$ cat src/rtl/quet_led_7doan_pkg.sv
// quet_pkg: shared state type and default timing for the seven-segment scanner.
// Contents: state_t (LOAD, ON, BLANK) and default N_DIGITS / DIGIT_CYC / GAP_CYC.
package quet_pkg;
    typedef enum logic [1:0] {LOAD, ON, BLANK} state_t;
    localparam int DEF_N_DIGITS  = 8;
    localparam int DEF_DIGIT_CYC = 50000;
    localparam int DEF_GAP_CYC   = 500;
endpackage

$ cat src/rtl/quet_led_7doan_if.sv
// quet_led_7doan_if: scanner bus between the host logic and the seven-segment decoder side.
// Host -> scanner: data (packed hex), dp_in, digit_en, lz_en.
// Scanner -> decoder/display: so_gma, ena, dp, sel_led, frame_done.
interface quet_led_7doan_if
    import quet_pkg::*;
#(
    parameter int N = DEF_N_DIGITS
);
    logic [4*N-1:0] data;
    logic [N-1:0]   dp_in;
    logic [N-1:0]   digit_en;
    logic           lz_en;
    logic [3:0]     so_gma;
    logic           ena;
    logic           dp;
    logic [N-1:0]   sel_led;
    logic           frame_done;
    modport master (output data, dp_in, digit_en, lz_en, input so_gma, ena, dp, sel_led, frame_done);
    modport slave  (input data, dp_in, digit_en, lz_en, output so_gma, ena, dp, sel_led, frame_done);
endinterface

$ cat src/rtl/quet_led_7doan_dem_tick.sv
// dem_tick: loadable cycle counter with terminal-count flag, shared by the ON and BLANK states.
// Ports: ckht clock, rst_n async active-low reset, load_i clears the count to 0,
// term_i terminal value for the current state, tc_o high while count equals term_i.
module dem_tick #(
    parameter int W = 2
) (
    input  logic         ckht,
    input  logic         rst_n,
    input  logic         load_i,
    input  logic [W-1:0] term_i,
    output logic         tc_o
);
    logic [W-1:0] cnt_q, cnt_d;
    assign tc_o  = cnt_q == term_i;
    assign cnt_d = load_i ? '0 : cnt_q + 1'b1;
    always_ff @(posedge ckht or negedge rst_n)
        if (!rst_n) cnt_q <= '0;
        else        cnt_q <= cnt_d;
endmodule

$ cat src/rtl/quet_led_7doan.sv
// quet_led_7doan: time-multiplexed N-digit seven-segment scanner with blanking and leading-zero suppression.
// Ports: ckht clock, rst_n async active-low reset, bus (slave) carrying the snapshot inputs
// data/dp_in/digit_en/lz_en and the Moore outputs so_gma/ena/dp/sel_led/frame_done.
module quet_led_7doan
    import quet_pkg::*;
#(
    parameter int N_DIGITS  = DEF_N_DIGITS,
    parameter int DIGIT_CYC = DEF_DIGIT_CYC,
    parameter int GAP_CYC   = DEF_GAP_CYC
) (
    input  logic            ckht,
    input  logic            rst_n,
    quet_led_7doan_if.slave bus
);
    localparam int IW = $clog2(N_DIGITS);
    localparam int CW = $clog2((DIGIT_CYC > GAP_CYC ? DIGIT_CYC : GAP_CYC) + 1);
    localparam logic [CW-1:0] T_ON  = CW'(DIGIT_CYC - 1);
    localparam logic [CW-1:0] T_GAP = CW'(GAP_CYC == 0 ? 0 : GAP_CYC - 1);
    localparam logic [IW-1:0] LAST  = IW'(N_DIGITS - 1);
    state_t                  state_q;
    logic [IW-1:0]           idx_q;
    logic                    live_q;
    logic [4*N_DIGITS-1:0]   snap_data_q;
    logic [N_DIGITS-1:0]     snap_dp_q, snap_en_q;
    logic                    snap_lz_q;
    logic                    tc, last, on;
    logic [N_DIGITS-1:0]     nz, lzb;
    assign last = idx_q == LAST;
    assign on   = state_q == ON;
    dem_tick #(.W(CW)) u_tick (
        .ckht   (ckht),
        .rst_n  (rst_n),
        .load_i (state_q == LOAD || tc),
        .term_i (state_q == BLANK ? T_GAP : T_ON),
        .tc_o   (tc)
    );
    // live_q keeps outputs quiet during reset; the first LOAD cycle is the one after the first edge.
    always_ff @(posedge ckht or negedge rst_n)
        if (!rst_n) begin
            state_q     <= LOAD;
            idx_q       <= '0;
            live_q      <= 1'b0;
            snap_data_q <= '0;
            snap_dp_q   <= '0;
            snap_en_q   <= '0;
            snap_lz_q   <= 1'b0;
        end else begin
            live_q <= 1'b1;
            case (state_q)
                LOAD: if (live_q) begin
                    snap_data_q <= bus.data;
                    snap_dp_q   <= bus.dp_in;
                    snap_en_q   <= bus.digit_en;
                    snap_lz_q   <= bus.lz_en;
                    idx_q       <= '0;
                    state_q     <= ON;
                end
                ON: if (tc) begin
                    if (GAP_CYC > 0) state_q <= BLANK;
                    else begin
                        state_q <= last ? LOAD : ON;
                        idx_q   <= last ? idx_q : idx_q + 1'b1;
                    end
                end
                BLANK: if (tc) begin
                    state_q <= last ? LOAD : ON;
                    idx_q   <= last ? idx_q : idx_q + 1'b1;
                end
                default: state_q <= LOAD;
            endcase
        end
    // nz[i]: some snapshot digit at position i or above is non-zero (prefix-OR from the top).
    always_comb begin
        nz = '0;
        nz[N_DIGITS-1] = |snap_data_q[4*N_DIGITS-1 -: 4];
        for (int i = N_DIGITS - 2; i >= 0; i--) nz[i] = nz[i+1] | (|snap_data_q[4*i +: 4]);
    end
    assign lzb = {N_DIGITS{snap_lz_q}} & ~nz & ~N_DIGITS'(1);
    assign bus.so_gma     = on ? snap_data_q[{idx_q, 2'b00} +: 4] : 4'h0;
    assign bus.dp         = on && snap_dp_q[idx_q];
    assign bus.ena        = on && snap_en_q[idx_q] && !lzb[idx_q];
    assign bus.sel_led    = on ? N_DIGITS'(1) << idx_q : '0;
    assign bus.frame_done = state_q == LOAD && live_q;
endmodule
$ cat src/flat_wrapper.sv
// flat-port wrapper written by rule: the top's interface ports become plain ports
module quet_led_7doan_flat import quet_pkg::*;
#(
    parameter int N_DIGITS  = DEF_N_DIGITS,
    parameter int DIGIT_CYC = DEF_DIGIT_CYC,
    parameter int GAP_CYC   = DEF_GAP_CYC
)
  (ckht, rst_n, bus_data, bus_dp_in, bus_digit_en, bus_lz_en, bus_so_gma, bus_ena, bus_dp, bus_sel_led, bus_frame_done);
  quet_led_7doan_if bus_i ();
  input  logic ckht;
  input  logic rst_n;
  input wire logic [$bits(bus_i.data)-1:0] bus_data;
  input wire logic [$bits(bus_i.dp_in)-1:0] bus_dp_in;
  input wire logic [$bits(bus_i.digit_en)-1:0] bus_digit_en;
  input wire logic [$bits(bus_i.lz_en)-1:0] bus_lz_en;
  output wire logic [$bits(bus_i.so_gma)-1:0] bus_so_gma;
  output wire logic [$bits(bus_i.ena)-1:0] bus_ena;
  output wire logic [$bits(bus_i.dp)-1:0] bus_dp;
  output wire logic [$bits(bus_i.sel_led)-1:0] bus_sel_led;
  output wire logic [$bits(bus_i.frame_done)-1:0] bus_frame_done;
  assign bus_i.data = bus_data;
  assign bus_i.dp_in = bus_dp_in;
  assign bus_i.digit_en = bus_digit_en;
  assign bus_i.lz_en = bus_lz_en;
  assign bus_so_gma = bus_i.so_gma;
  assign bus_ena = bus_i.ena;
  assign bus_dp = bus_i.dp;
  assign bus_sel_led = bus_i.sel_led;
  assign bus_frame_done = bus_i.frame_done;
  quet_led_7doan #(.N_DIGITS(N_DIGITS), .DIGIT_CYC(DIGIT_CYC), .GAP_CYC(GAP_CYC)) u_core (.ckht(ckht), .rst_n(rst_n), .bus(bus_i));
endmodule
$ cat config.mk
export PLATFORM = sky130hd
export DESIGN_NAME = quet_led_7doan_flat
export DESIGN_NICKNAME = d
export VERILOG_FILES = /design/src/rtl/quet_led_7doan_pkg.sv /design/src/rtl/quet_led_7doan_if.sv /design/src/rtl/quet_led_7doan_dem_tick.sv /design/src/rtl/quet_led_7doan.sv /design/src/flat_wrapper.sv
export SDC_FILE = /design/constraint.sdc
export NUM_CORES = 1
export LEC_CHECK = 0
export ABC_AREA = 0
export BUFFER_PORTS_ARGS = -buffer_cell sky130_fd_sc_hd__buf_2
export CAP_MARGIN = 20
export CELL_PAD_IN_SITES_DETAIL_PLACEMENT = 1
export CELL_PAD_IN_SITES_GLOBAL_PLACEMENT = 2
export CORE_MARGIN = 2
export CORE_UTILIZATION = 40
export DETAILED_ROUTE_END_ITERATION = 6
export HOLD_SLACK_MARGIN = 0.02
export PLACE_DENSITY_LB_ADDON = 0.05
export SYNTH_ARGS = -nofsm -noshare
export SYNTH_HDL_FRONTEND = slang
export SYNTH_SLANG_ARGS = --single-unit
$ cat constraint.sdc
create_clock -name ckht -period 4.6 [get_ports ckht]
set_clock_uncertainty 0.05 [all_clocks]
set_input_delay 0.46 -clock ckht [delete_from_list [all_inputs] [get_ports ckht]]
set_output_delay 0.46 -clock ckht [all_outputs]
set_load 0.01 [all_outputs]
==> results of run 1 <==
flip-flops by register name, indices dropped and copies added (netlist names):
register / count
u_core.snap_data_q: 32
u_core.u_tick.cnt_q: 16
u_core.idx_q: 3
u_core.snap_dp_q: 8
u_core.snap_en_q: 8
u_core.snap_lz_q: 1
u_core.state_q: 2
u_core.live_q: 1
metrics by stage:
stage	util	setup WS, ps
detailed placement	0.460	2000
CTS	0.487	1600
finish	0.488	1800
global placement	0.460	2070
floorplan	-	2330
global route	0.488	1480
cells by family after synthesis:
| group | Yosys count | synth area share |
|---|---|---|
| other | 1 | 0.00105 |
| XOR/XNOR | 14 | 0.0344 |
| AO/OA/AOI/OAI | 20 | 0.0414 |
| adder cells (fa/ha/maj) | 7 | 0.0246 |
| flip-flops | 71 | 0.499 |
| AND/OR/NAND/NOR | 90 | 0.143 |
| buffers and inverters | 19 | 0.0235 |
| multiplexers | 62 | 0.234 |
power groups by stage:
stage	registers (W)	logic, W	clock network, W
after global placement	0.000976	0.000392	0
after detailed placement	0.000976	0.000402	0
final	0.000967	0.000397	0.000579
after global routing	0.000993	0.000445	0.000628
after floorplan	0.000913	0.000308	0
after CTS	0.000968	0.000407	0.000598
worst min path at each step:
stage | from | to | slack [ps] | cells past startpoint
5_1_grt | rst_n | u_core.u_tick.cnt_q[10] | 200 | 1
4_1_cts | rst_n | u_core.u_tick.cnt_q[4] | 180 | 1
2_1_floorplan | rst_n | u_core.idx_q[0] | 110 | 0
3_3_place_gp | u_core.u_tick.cnt_q[0] | u_core.u_tick.cnt_q[0] | 430 | 1
3_5_place_dp | u_core.snap_en_q[4] | u_core.snap_en_q[4] | 450 | 1
6_report | rst_n | u_core.u_tick.cnt_q[10] | 150 | 1
metal layers:
layer  track usage  wire length, um  up-vias
met5             0                0        -
met3        0.0537              388        2
met1         0.244             3800     1252
met2         0.285             3770       46
li1              -                -     1156
met4        0.0379               31        0
layout make-up:
| class | count | share of cell area |
|---|---|---|
| Clock buffer | 11 | 0.0357 |
| Multi-Input combinational cell | 194 | 0.403 |
| Clock inverter | 5 | 0.0189 |
| Tap cell | 108 | 0.0319 |
| Timing Repair Buffer | 69 | 0.0856 |
| Inverter | 7 | 0.00620 |
| Sequential cell | 71 | 0.419 |
critical path: cells and delay by family (launching register included):
kind	cells	cell delay, ps
DFF	1	410
AOI/OAI and AO/OA	4	890
and+or+nand+nor	1	500
buffers and inverters	1	160
cells in the final DEF, fill, tap and decap left out, drive strengths merged, types with 4 or more instances in the layout:
cell type,instances
dfrtp,71
buf,69
mux2,49
nand2,24
nor2,22
mux4,12
clkbuf,11
nor4,11
xnor2,9
and3,9
nand3,7
ha,7
o21ai,7
inv,6
a21oi,5
xor2,5
nand4,4
==> run summary, run 1 <==
The tools report the root buffer cell as sky130_fd_sc_hd__clkbuf_8. The proportion of register bits with asynchronous set or reset after synthesis came out at 1.00. The count of TritonRoute iterations in the first routing pass was 4; the yosys synthesis warning count was 0.

The proportion of total power due to net switching is 0.282, and the synthesis-to-finish area growth is 19.0%. By count the netlist is led by sky130_fd_sc_hd__dfrtp_1, sky130_fd_sc_hd__mux2_2, sky130_fd_sc_hd__nand2_1. The peak ir drop on the vdd network came out at 0.000191 V.

The worst setup path is launched from a flop. The part of the total power dissipated in sequential elements was 0.498. The most numerous cell in the Yosys netlist was sky130_fd_sc_hd__dfrtp_1.

The overall die height is 98.4 um, and the area of the die is 9680 um2. The power density normalized to cell area was 458 nW/um2; the number of cells upsized or downsized after cts was 0. The number of storage elements in the synthesis netlist was 71. The run gives 0 as the number of endpoints with negative hold slack in the final report. In this run the critical register-to-register path is launched from u_core.u_tick.cnt_q[2].

After clock tree synthesis, the flow added hold-fix buffers numbering 0. The later pin in the worst-skew pair is clocked with a latency of 340 ps. The internal portion of the total power is 0.00140 W. The tools report the number of max-slew violations in the final report as 0.

TritonCTS built the clock tree. After the flow finishes, the layout carries non-filler instances totaling 465. The cell area that synthesis handed to floorplanning was 3560 um2.

The tools report the register area share after synthesis as 0.499. The start-to-end type of the worst setup path was flop to primary output. Worst setup slack for register-to-register paths: 2150 ps. The worst-case headroom to the max-slew limit is 0.461. The signal on the critical path passes through nor4_1, o21ai_0, a211o_1, a211oi_1, o21ai_0, buf_2. The die width came out at 98.4 um. Setup repair after global routing left no endpoint under its margin.

Summed over all cells, the static leakage comes to 1.83 nW. The critical path's most frequent cell is sky130_fd_sc_hd__o21ai_0. STA classifies the critical path endpoint as a primary output.

The logs give 0.410 for the effective utilization at floorplan and 2290 ps for the signal arrival time at the worst endpoint. The endpoint identified for the worst register-to-register timing path is u_core.u_tick.cnt_q[15]. After global routing the overflow that remains totals 0. The minimum period implied by the final worst setup slack is 2800 ps.

The fraction of final layout cells sized beyond drive strength 1 is 0.462, and the standard cell area after detailed placement is 3990 um2. The net count after synthesis is 342, and the count of input and output buffers is 65. For the buffer levels on the longest clock path, the log shows 2. Counting flops with a built-in enable in the synthesized netlist gives 0.

The critical path ends at bus_ena. Per-cell via count in the routed design: 5.28. Dividing the detail-routed wire length by the instance count gives 17.2 um. Summing all non-filler instances in the final layout gives an area of 4240 um2. In this run the worst path has a maximum fanout of 3. Setup violations remaining at the end of the flow were counted as 0. The post-route DRC violation count was 0. First-pass GRT wire length: 13800 um. sky130_fd_sc_hd__dfrtp_1 takes more of the synthesized area than any other cell. The combined area of the multi-input logic cells was 1710 um2; the mean instance size in the synthesized netlist was 12.5 um2.

For this design the top-level I/O count stands at 66. CTS built an H-tree with a depth of 3. The first routing iteration left 103 violations.

The register clock-pin slew on the reported worst setup and hold paths was 80 ps. The most critical setup path has its startpoint at u_core.snap_data_q[18]. Detailed routing inserted a total of 2456 vias. The number of instances in the synthesized netlist was 284; the number of buffers added by the clock tree synthesis step was 9.

For the cell count after placement, the log shows 448. The flow ran to the end, and the final reports show no timing, DRC or antenna violations. The data required time of the worst path was 4090 ps; the depth of the most critical reg-to-reg path was 5.

After synthesis, the netlist uses 42 different library cells. The logs give 0.750 for the final estimated routing congestion in global placement and 969 for the fill cell instance count of the final layout. The tools report the number of sinks driven by the clock tree as 71. Max-cap violations in this run came to 0. The library cell contributing the largest single delay on the critical path is sky130_fd_sc_hd__nor4_1. The core area is 8680 um2, and the worst hold margin is 151 ps. The tools report the total global-route track usage as 0.179.

The combinational share of power is 0.204. Summing internal, switching and leakage power gives 0.00194 W. The final layout contains 410 nets. The area share of the largest cell type after synthesis came out at 0.499. After synthesis, the cell types taking the most area are sky130_fd_sc_hd__dfrtp_1, sky130_fd_sc_hd__mux2_2, sky130_fd_sc_hd__mux4_2, sky130_fd_sc_hd__nand2_1, sky130_fd_sc_hd__ha_1. Number of antenna violations at the first check in global routing: 0. The setup TNS was 0 ps; the count of buffers added by post-CTS timing repair for setup was 0. The tightest min-delay check is of the primary input to async pin type. For the pin with the worst max-slew slack, the measured transition is 809 ps. In the final layout, flip-flops and latches occupy 1780 um2. The logs give 0 for the number of diodes added for antenna fixing and 0.298 for the clock network fraction of design power. In this run the core area contains 34 standard-cell rows. The run gives 37 as the pin count of the biggest net entering global routing. The HPWL after detailed placement is 5710 um. The part of the cycle the worst path needs came out at 0.609.

The upper clock frequency limit is 0.357 GHz, and the total length of routed wires is 7990 um. The via count of the first global-routing pass is 2677, and the highest cell delay on the worst timing path is 500 ps. The analysis attributes to net switching a power of 0.000547 W. Once detail routing completed, the nets flagged for antenna violations numbered 0. Among all flip-flop cells after synthesis, the most frequent one is sky130_fd_sc_hd__dfrtp_1.
(Power assumes the default switching activity.)
==> run 2: changes to the inputs <==
--- a/config.mk
+++ b/config.mk
@@ -11,7 +11,7 @@
 export CELL_PAD_IN_SITES_DETAIL_PLACEMENT = 1
 export CELL_PAD_IN_SITES_GLOBAL_PLACEMENT = 2
 export CORE_MARGIN = 2
-export CORE_UTILIZATION = 40
+export CORE_UTILIZATION = 33
 export DETAILED_ROUTE_END_ITERATION = 6
 export HOLD_SLACK_MARGIN = 0.02
 export PLACE_DENSITY_LB_ADDON = 0.05
==> constraint.sdc (replaced) <==
create_clock -name ckht -period 2.35 [get_ports ckht]
set_clock_uncertainty 0.05 [all_clocks]
set_input_delay 0.235 -clock ckht [delete_from_list [all_inputs] [get_ports ckht]]
set_output_delay 0.235 -clock ckht [all_outputs]
set_load 0.01 [all_outputs]
==> run summary, run 2 (synthesis gave the netlist of run 1 again) <==
The run finished with clean final reports. Derived from the worst setup path, the maximum achievable clock frequency is 0.452 GHz. The register clock-pin slew on the reported worst setup and hold paths works out to 70 ps (was 80 ps).

The per-cell via count in the routed design was 4.95 (was 5.28); the finished layout cell area was 4390 um2 (was 4240 um2). The tools report the worst-case headroom to the max-slew limit as 0.666 (was 0.461). The tools report the root buffer cell as sky130_fd_sc_hd__clkbuf_8 (unchanged).

Global-route congestion overflow total: 0 (unchanged). The total length of routed wires was 8340 um (was 7990 um). The detail-routed net length per standard cell was 16.6 um (was 17.2 um); the number of endpoints with negative hold slack in the final report was 0 (unchanged). The top cell family by delay on the critical path was compound AO/OA/AOI/OAI gates (unchanged).

The leakage power figure came out at 1.88 nW (was 1.83 nW). The total internal power is 0.00266 W (was 0.00140 W), and the highest cell delay on the worst timing path is 420 ps (was 500 ps). The run gives 0.157 (was 0.179) as the total global-route track usage. Critical path's most frequent cell: sky130_fd_sc_hd__o21ai_1 (was sky130_fd_sc_hd__o21ai_0).

The overall die height is 108 um (was 98.4 um). The minimum period implied by the final worst setup slack came out at 2210 ps. For the CTS H-tree depth, the log shows 3 (unchanged). The proportion of total power due to net switching was 0.289 (was 0.282); the worst slack at placement was 170 ps (was 2000 ps). Count of buffer and inverter cells on the critical path: 1 (unchanged). The number of max-slew violations in the final report is 0 (unchanged), and the max capacitance violation total is 0 (unchanged). The power density normalized to cell area is 853 nW/um2 (was 458 nW/um2). The HPWL reported at the end of detailed placement is 6040 um (was 5710 um).

The via count of the first global-routing pass is 2702 (was 2677). Most frequent cells in the layout: sky130_fd_sc_hd__dfrtp_1, sky130_fd_sc_hd__buf_2, sky130_fd_sc_hd__mux2_2 (unchanged). The post-layout net count was 420 (was 410); the number of rows created at floorplan was 37 (was 34).

The sort of element at the start of the critical path is a flop (unchanged). For the peak ir drop on the vdd network, the log shows 0.000456 V (was 0.000191 V). Series of cell instances along the critical path: nor4_4, o21ai_1, a211o_1, a211oi_2, o21ai_1, buf_2 (was nor4_1, o21ai_0, a211o_1, a211oi_1, o21ai_0, buf_2). The worst-case setup margin in the final layout came out at 137 ps (was 1800 ps). The pin count of the biggest net entering global routing was 72 (was 37); the count of TritonRoute iterations in the first routing pass was 4 (unchanged). Buffer levels on the longest clock path: 2 (unchanged). The run gives 0 (unchanged) as the number of antenna violations at the first check in global routing. The signal arrival time at the worst endpoint was 1930 ps (was 2290 ps). Start-to-end type of the worst setup path: flop to primary output (unchanged).

Registers with the highest flip-flop counts: u_core.snap_data_q: 32 flops, u_core.u_tick.cnt_q: 16 flops (unchanged). For the combinational share of power, the log shows 0.228 (was 0.204). The logs give 9 (unchanged) for the number of buffers added by the clock tree synthesis step and 10400 um2 (was 8680 um2) for the core area. The number of setup violations in the final report came out at 0 (unchanged).

The reported net switching power is 0.00108 W (was 0.000547 W). The standard cell area after detailed placement was 4110 um2 (was 3990 um2). The run gives 2487 (was 2456) as the total number of vias. The transition at the pin with the smallest max-transition slack came out at 496 ps (was 809 ps).

The run gives 2070 ps (was 4090 ps) as the data required time of the worst path. The first-pass GRT wire length came out at 14000 um (was 13800 um). Detailed router's first-iteration violation count: 39 (was 103).

The fill cell instance count of the final layout came out at 1153 (was 969). For the post-route DRC violation count, the log shows 0 (unchanged). The largest register by flop count is u_core.snap_data_q (unchanged).

The part of the total power dissipated in sequential elements was 0.507 (was 0.498); the synthesis-to-finish area growth was 23.1% (was 19.0%). The fraction of final layout cells sized beyond drive strength 1 is 0.484 (was 0.462), and the clock network fraction of design power is 0.265 (was 0.298). The number of routed nets with antenna violations was 0 (unchanged). Final total power: 0.00374 W (was 0.00194 W).

The number of placed I/O pins is 66 (unchanged), and the number of sinks driven by the clock tree is 71 (unchanged). The most common cell after layout, fill and taps aside was sky130_fd_sc_hd__dfrtp_1 (unchanged). The part of the cycle the worst path needs works out to 0.942. The class of the most critical hold timing path was primary input to flop (was primary input to async pin). Clock latency at the later pin of the worst-skew pair: 350 ps (was 340 ps). Kind of end point of the critical path: a primary output (unchanged). Library cell contributing the largest single delay on the critical path: sky130_fd_sc_hd__dfrtp_1 (was sky130_fd_sc_hd__nor4_1).

TritonCTS built the clock tree. The area of the die came out at 11600 um2 (was 9680 um2). The number of flip-flops in the largest register is 32 (unchanged). Final estimated routing congestion in global placement: 0.718 (was 0.750).

The effective utilization at floorplan came out at 0.342 (was 0.410). The number of diodes added for antenna fixing came out at 0 (unchanged). The largest driver fanout on the critical path is 3 (unchanged), and the count of input and output buffers is 65 (unchanged). Setup repair after global routing could not meet its margin everywhere. The die width works out to 108 um (was 98.4 um).
run 2: changes by cell type in the layout (fill, tap and decap cells not counted), sizes merged:
cell	before	now
dlygate4sd3	0	1
clkbuf	11	12
buf	69	78
clkinvlp	2	1
bufinv	2	1
run 2: repair_timing:
item / 4_1_cts / 5_1_grt
resized for setup: 5 / 5
buffers inserted: 1 / 1
hold buffers: 1 / 0
pin swaps: 3 / 3
hold endpoints to repair: 71 / 0
setup endpoints to repair: 1 / 1
run 2: power groups by stage:
| stage | clock network, W | logic (W) | registers, W |
|---|---|---|---|
| floorplan | 0 | 0.000604 | 0.00179 |
| global placement | 0 | 0.000823 | 0.00188 |
| detailed placement | 0 | 0.000840 | 0.00189 |
| CTS | 0.00104 | 0.000859 | 0.00189 |
| global route | 0.00109 | 0.000951 | 0.00196 |
| finish | 0.000993 | 0.000853 | 0.00190 |
run 2: routing by layer:
metal | part of all wire | global-route usage
met5 | 0 | 0
met4 | 0.012 | 0.0495
met3 | 0.047 | 0.0472
met2 | 0.46 | 0.246
met1 | 0.48 | 0.208
run 2: path summary, 6_finish.rpt:
kind | slack, ps | endpoint | cells past startpoint | start
hold / removal | 60 | u_core.snap_data_q[9] | 2 | bus_data[9]
setup / recovery | 140 | bus_ena | 6 | u_core.snap_data_q[18]
max in group asynchronous | 1560 | u_core.snap_data_q[4] | 3 | rst_n
hold reg to reg | 450 | u_core.u_tick.cnt_q[0] | 1 | u_core.u_tick.cnt_q[0]
min in group asynchronous | 400 | u_core.u_tick.cnt_q[8] | 3 | rst_n
setup reg to reg | 210 | u_core.u_tick.cnt_q[5] | 6 | u_core.u_tick.cnt_q[3]
run 2: layout make-up:
cell class	count	area, um2	share of cell area
sequential	71	1780	0.405
inverter	7	26.3	0.00599
timing repair buffer	79	462	0.105
clock buffer	12	155	0.0354
multi-input combinational	194	1750	0.400
tap	136	170	0.0388
clock inverter	3	42.5	0.00970
run 2: metrics by stage:
stage	setup TNS [ps]	hold WS [ps]	cells	utilization
finish	0	59.1	502	0.421
global route	-15.4	39.9	502	0.421
CTS	0	39.5	501	0.418
detailed placement	0	248	484	0.395
global placement	0	249	484	0.395
floorplan	0	-111	284	-
==> run 3: changes to the inputs <==
--- a/config.mk
+++ b/config.mk
@@ -7,14 +7,14 @@
 export LEC_CHECK = 0
 export ABC_AREA = 0
 export BUFFER_PORTS_ARGS = -buffer_cell sky130_fd_sc_hd__buf_2
-export CAP_MARGIN = 20
-export CELL_PAD_IN_SITES_DETAIL_PLACEMENT = 1
-export CELL_PAD_IN_SITES_GLOBAL_PLACEMENT = 2
+export CELL_PAD_IN_SITES_DETAIL_PLACEMENT = 0
+export CELL_PAD_IN_SITES_GLOBAL_PLACEMENT = 1
 export CORE_MARGIN = 2
-export CORE_UTILIZATION = 33
+export CORE_UTILIZATION = 40
 export DETAILED_ROUTE_END_ITERATION = 6
 export HOLD_SLACK_MARGIN = 0.02
 export PLACE_DENSITY_LB_ADDON = 0.05
 export SYNTH_ARGS = -nofsm -noshare
 export SYNTH_HDL_FRONTEND = slang
+export SYNTH_HIERARCHICAL = 1
 export SYNTH_SLANG_ARGS = --single-unit
==> run summary, run 3 <==
For the post-layout net count, the log shows 448 (was 420). For the part of the total power dissipated in sequential elements, the log shows 0.551 (was 0.507). For the total length of routed wires, the log shows 8120 um (was 8340 um). The tools report the standard cell area after detailed placement as 4280 um2 (was 4110 um2).

The number of endpoints with negative hold slack in the final report came out at 0 (unchanged). The data required time of the worst path is 2070 ps (about the same). The largest register by flop count is u_core/snap_data_q (was u_core.snap_data_q).

For the number of diodes added for antenna fixing, the log shows 0 (unchanged). The number of setup violations in the final report was 0 (unchanged); the post-route DRC violation count was 0 (unchanged). The logs give 4 (unchanged) for the count of TritonRoute iterations in the first routing pass and 0 (unchanged) for the max capacitance violation total. The run gives 35 (was 37) as the number of rows created at floorplan. Most common cell after layout, fill and taps aside: sky130_fd_sc_hd__dfrtp_1 (unchanged). The met1 track demand over resource is 0.254 (was 0.208). The proportion of total power due to net switching works out to 0.253 (was 0.289).

The reported net switching power is 0.000562 W (was 0.00108 W). The count of input and output buffers works out to 65 (unchanged). The yosys synthesis warning count was 6 (was 0). The highest cell delay on the worst timing path works out to 540 ps (was 420 ps). Most numerous cell in the Yosys netlist: sky130_fd_sc_hd__dfrtp_1 (unchanged).

For the worst setup slack for register-to-register paths, the log shows 330 ps (was 210 ps). The most used routing layer is met1 (was met2). The combinational share of power is 0.037 (was 0.228). Fraction of final layout cells sized beyond drive strength 1: 0.428 (was 0.484).

The total global-route track usage was 0.171 (was 0.157); the number of sinks driven by the clock tree was 71 (unchanged). Clock latency at the later pin of the worst-skew pair: 360 ps (was 350 ps). Endpoint of the most critical setup path: bus_ena (unchanged).

Most frequent cells in the layout: sky130_fd_sc_hd__dfrtp_1, sky130_fd_sc_hd__buf_2, sky130_fd_sc_hd__mux2_2 (unchanged). The fraction of met2 tracks used by global routing was 0.242 (was 0.246). The minimum period implied by the final worst setup slack is 2280 ps (was 2210 ps), and the depth of the most critical reg-to-reg path is 10 (was 6). First-pass GRT wire length: 13500 um (was 14000 um). The run gives 9 (unchanged) as the number of buffers added by the clock tree synthesis step.

The synthesis-to-finish area growth is 18.4% (was 23.1%). The final cell utilization of the core was 0.486 (was 0.421). The number of antenna violations at the first check in global routing is 0 (unchanged). The flow ran to the end, and the final reports show no timing, DRC or antenna violations. The number of different library cells in the post-synthesis netlist was 36 (was 42). Setup repair after global routing left no endpoint under its margin.

The tools report the reg-to-reg critical path endpoint as u_core/idx_q[1] (was u_core.u_tick.cnt_q[5]). The logs give 0 (was 1) for the count of buffers added by post-CTS timing repair for setup and 0 (unchanged) for the number of max-slew violations in the final report. The sort of element at the start of the critical path was a flop (unchanged). The run gives 310 (was 284) as the number of instances in the synthesized netlist.

The run gives 908 (was 1153) as the fill cell instance count of the final layout. The root buffer cell is sky130_fd_sc_hd__clkbuf_8 (unchanged). Start-to-end type of the worst setup path: flop to primary output (unchanged). For the synthesized area, the log shows 3790 um2 (was 3560 um2). The part of the cycle the worst path needs was 0.968 (was 0.942). The detail-routed net length per standard cell is 15.5 um (was 16.6 um), and the number of routed nets with antenna violations is 0 (unchanged).

The library cell with the largest summed area after synthesis is sky130_fd_sc_hd__dfrtp_1 (unchanged). TritonCTS built the clock tree. The per-cell via count in the routed design was 5.04 (was 4.95). The global-route congestion overflow total is 0 (unchanged), and the total number of vias is 2642 (was 2487).

Area share of the largest cell type after synthesis: 0.468 (was 0.499). The kind of end point of the critical path is a primary output (unchanged). The clock network fraction of design power is 0.412 (was 0.265), and the final estimated routing congestion in global placement is 0.731 (was 0.718). The leakage power figure was 2.16 nW (was 1.88 nW); the mean instance size in the synthesized netlist was 12.2 um2 (was 12.5 um2). The class of the most critical hold timing path was primary input to flop (unchanged).

The worst flop-to-flop path startpoint was u_core/state_q[0] (was u_core.u_tick.cnt_q[3]). Origin of the worst setup path: u_core/idx_q[1] (was u_core.snap_data_q[18]). The register clock-pin slew on the reported worst setup and hold paths was 90 ps (was 70 ps).

The logs give 3 (unchanged) for the CTS H-tree depth and 0.439 GHz (was 0.452 GHz) for the upper clock frequency limit. The setup TNS came out at 0 ps (unchanged). The number of enable flip-flop cells after synthesis is 0 (unchanged). Series of cell instances along the critical path: buf_4, a31oi_1, o21ai_0, a311oi_1, buf_2 (was nor4_4, o21ai_1, a211o_1, a211oi_2, o21ai_1, buf_2).

For the pin count of the biggest net entering global routing, the log shows 72 (unchanged). The most instantiated flip-flop cell in the synthesis netlist was sky130_fd_sc_hd__dfrtp_1 (unchanged). The via count of the first global-routing pass was 2600 (was 2702); the signal arrival time at the worst endpoint was 1990 ps (was 1930 ps). Library cell contributing the largest single delay on the critical path: sky130_fd_sc_hd__dfrtp_2 (was sky130_fd_sc_hd__dfrtp_1). The die width is 101 um (was 108 um), and the number of flip-flops in the largest register is 32 (unchanged). The power density normalized to cell area was 494 nW/um2 (was 853 nW/um2). The effective utilization at floorplan was 0.410 (was 0.342); the register area share after synthesis was 0.468 (was 0.499). The buffer levels on the longest clock path is 2 (unchanged).

Most common library cells after synthesis: sky130_fd_sc_hd__dfrtp_1, sky130_fd_sc_hd__mux2_2, sky130_fd_sc_hd__nand2_1, sky130_fd_sc_hd__xnor2_1, sky130_fd_sc_hd__a21oi_1 (was sky130_fd_sc_hd__dfrtp_1, sky130_fd_sc_hd__mux2_2, sky130_fd_sc_hd__nand2_1). The proportion of register bits with asynchronous set or reset after synthesis is 1.00 (unchanged), and the area of the die is 10300 um2 (was 11600 um2). The finished layout cell area is 4490 um2 (was 4390 um2), and the total internal power is 0.00166 W (was 0.00266 W). The overall die height is 101 um (was 108 um), and the met3 usage in global routing is 0.0538 (was 0.0472). The number of storage elements in the synthesis netlist works out to 71 (unchanged). The number of placed I/O pins is 66 (unchanged), and the largest driver fanout on the critical path is 14 (was 3). Biggest area contributors in the synthesized netlist: sky130_fd_sc_hd__dfrtp_1, sky130_fd_sc_hd__mux2_2, sky130_fd_sc_hd__mux4_2, sky130_fd_sc_hd__xnor2_1, sky130_fd_sc_hd__buf_6 (was sky130_fd_sc_hd__dfrtp_1, sky130_fd_sc_hd__mux2_2, sky130_fd_sc_hd__mux4_2, sky130_fd_sc_hd__nand2_1, sky130_fd_sc_hd__ha_1). Registers with the highest flip-flop counts: u_core/snap_data_q: 32 flops, u_core/u_tick/cnt_q: 16 flops (was u_core.snap_data_q: 32 flops, u_core.u_tick.cnt_q: 16 flops). The core area was 9240 um2 (was 10400 um2); the HPWL reported at the end of detailed placement was 5810 um (was 6040 um). The peak ir drop on the vdd network was 0.000389 V (was 0.000456 V); the detailed router's first-iteration violation count was 115 (was 39).
-- run 3: changes by cell type after synthesis, moves of 4 or more --
cell                       before  now
sky130_fd_sc_hd__inv_1          6   10
sky130_fd_sc_hd__xor2_1         5    1
sky130_fd_sc_hd__a21oi_1        5   15
sky130_fd_sc_hd__nand2_1       24   18
sky130_fd_sc_hd__o31ai_1        0    5
sky130_fd_sc_hd__xnor2_1        9   18
sky130_fd_sc_hd__nor2_2        10    0
sky130_fd_sc_hd__o21ai_0        5   10
sky130_fd_sc_hd__clkbuf_1      10    2
sky130_fd_sc_hd__or4_1          0    5
sky130_fd_sc_hd__buf_6          0   12
-- run 3: layout make-up --
cell class,count,area (um2),area share
Sequential cell,71,1780,0.396
Multi-Input combinational cell,219,1870,0.417
Clock buffer,9,124,0.0276
Tap cell,129,161,0.0360
Timing Repair Buffer,79,462,0.103
Clock inverter,7,56.3,0.0125
Inverter,10,37.5,0.00836
-- run 3: what timing repair did --
action | in CTS | in global routing
endpoints found under the hold margin | 71 | 0
pin swaps | 0 | 0
gates resized for setup | 1 | 5
endpoints found under the setup margin | 1 | 17
hold buffers | 1 | 0
-- run 3: metal layers --
| metal | part of all wire | vias up |
|---|---|---|
| li1 | - | 1289 |
| met1 | 0.49 | 1277 |
| met2 | 0.44 | 64 |
| met3 | 0.057 | 12 |
| met4 | 0.013 | 0 |
| met5 | 0 | - |
-- run 3: power by group through the flow --
stage / clock [W] / combinational [W] / sequential [W]
2_1_floorplan: 0 / 0.0000123 / 0.00125
3_3_place_gp: 0 / 0.0000839 / 0.00125
3_5_place_dp: 0 / 0.0000836 / 0.00125
4_1_cts: 0.000957 / 0.0000851 / 0.00122
5_1_grt: 0.00100 / 0.0000940 / 0.00122
6_report: 0.000914 / 0.0000820 / 0.00122
-- run 3: metrics by stage --
stage / hold WS [ps] / std cells / power [W] / setup slack, ps
after floorplan: -111 / 317 / 0.00126 / 36.1
after global placement: 246 / 507 / 0.00133 / 200
after detailed placement: 244 / 507 / 0.00133 / 123
after CTS: 29.6 / 524 / 0.00226 / 74.1
after global routing: 36.5 / 524 / 0.00232 / 8.38
final: 48.9 / 524 / 0.00222 / 74.2
-- run 3: how the worst min path moves through the flow --
stage                               start                 endpoint  slack (ps)  depth (start not counted)
after floorplan                     rst_n          u_core/idx_q[0]        -110                          0
after global placement              rst_n  u_core/u_tick/cnt_q[10]         250                          2
after detailed placement            rst_n  u_core/u_tick/cnt_q[10]         240                          2
after CTS                 bus_digit_en[6]      u_core/snap_en_q[6]          30                          2
after global routing         bus_dp_in[7]      u_core/snap_dp_q[7]          40                          2
final                     bus_digit_en[6]      u_core/snap_en_q[6]          50                          2
-- run 3: critical path, delay by kind of cell, from the launching register on --
kind            cells  cell delay, ps
compound gates      3             680
buf+inv             2             420
flops               1             540
-- run 3: cells by family after synthesis --
group	share of synthesized area
xor gates and xnor gates	0.0439
AOI/OAI and AO/OA	0.0561
and+or+nand+nor	0.127
muxes	0.228
DFF	0.468
buffers and inverters	0.0515
other	0.00198
adders and majority gates	0.0231
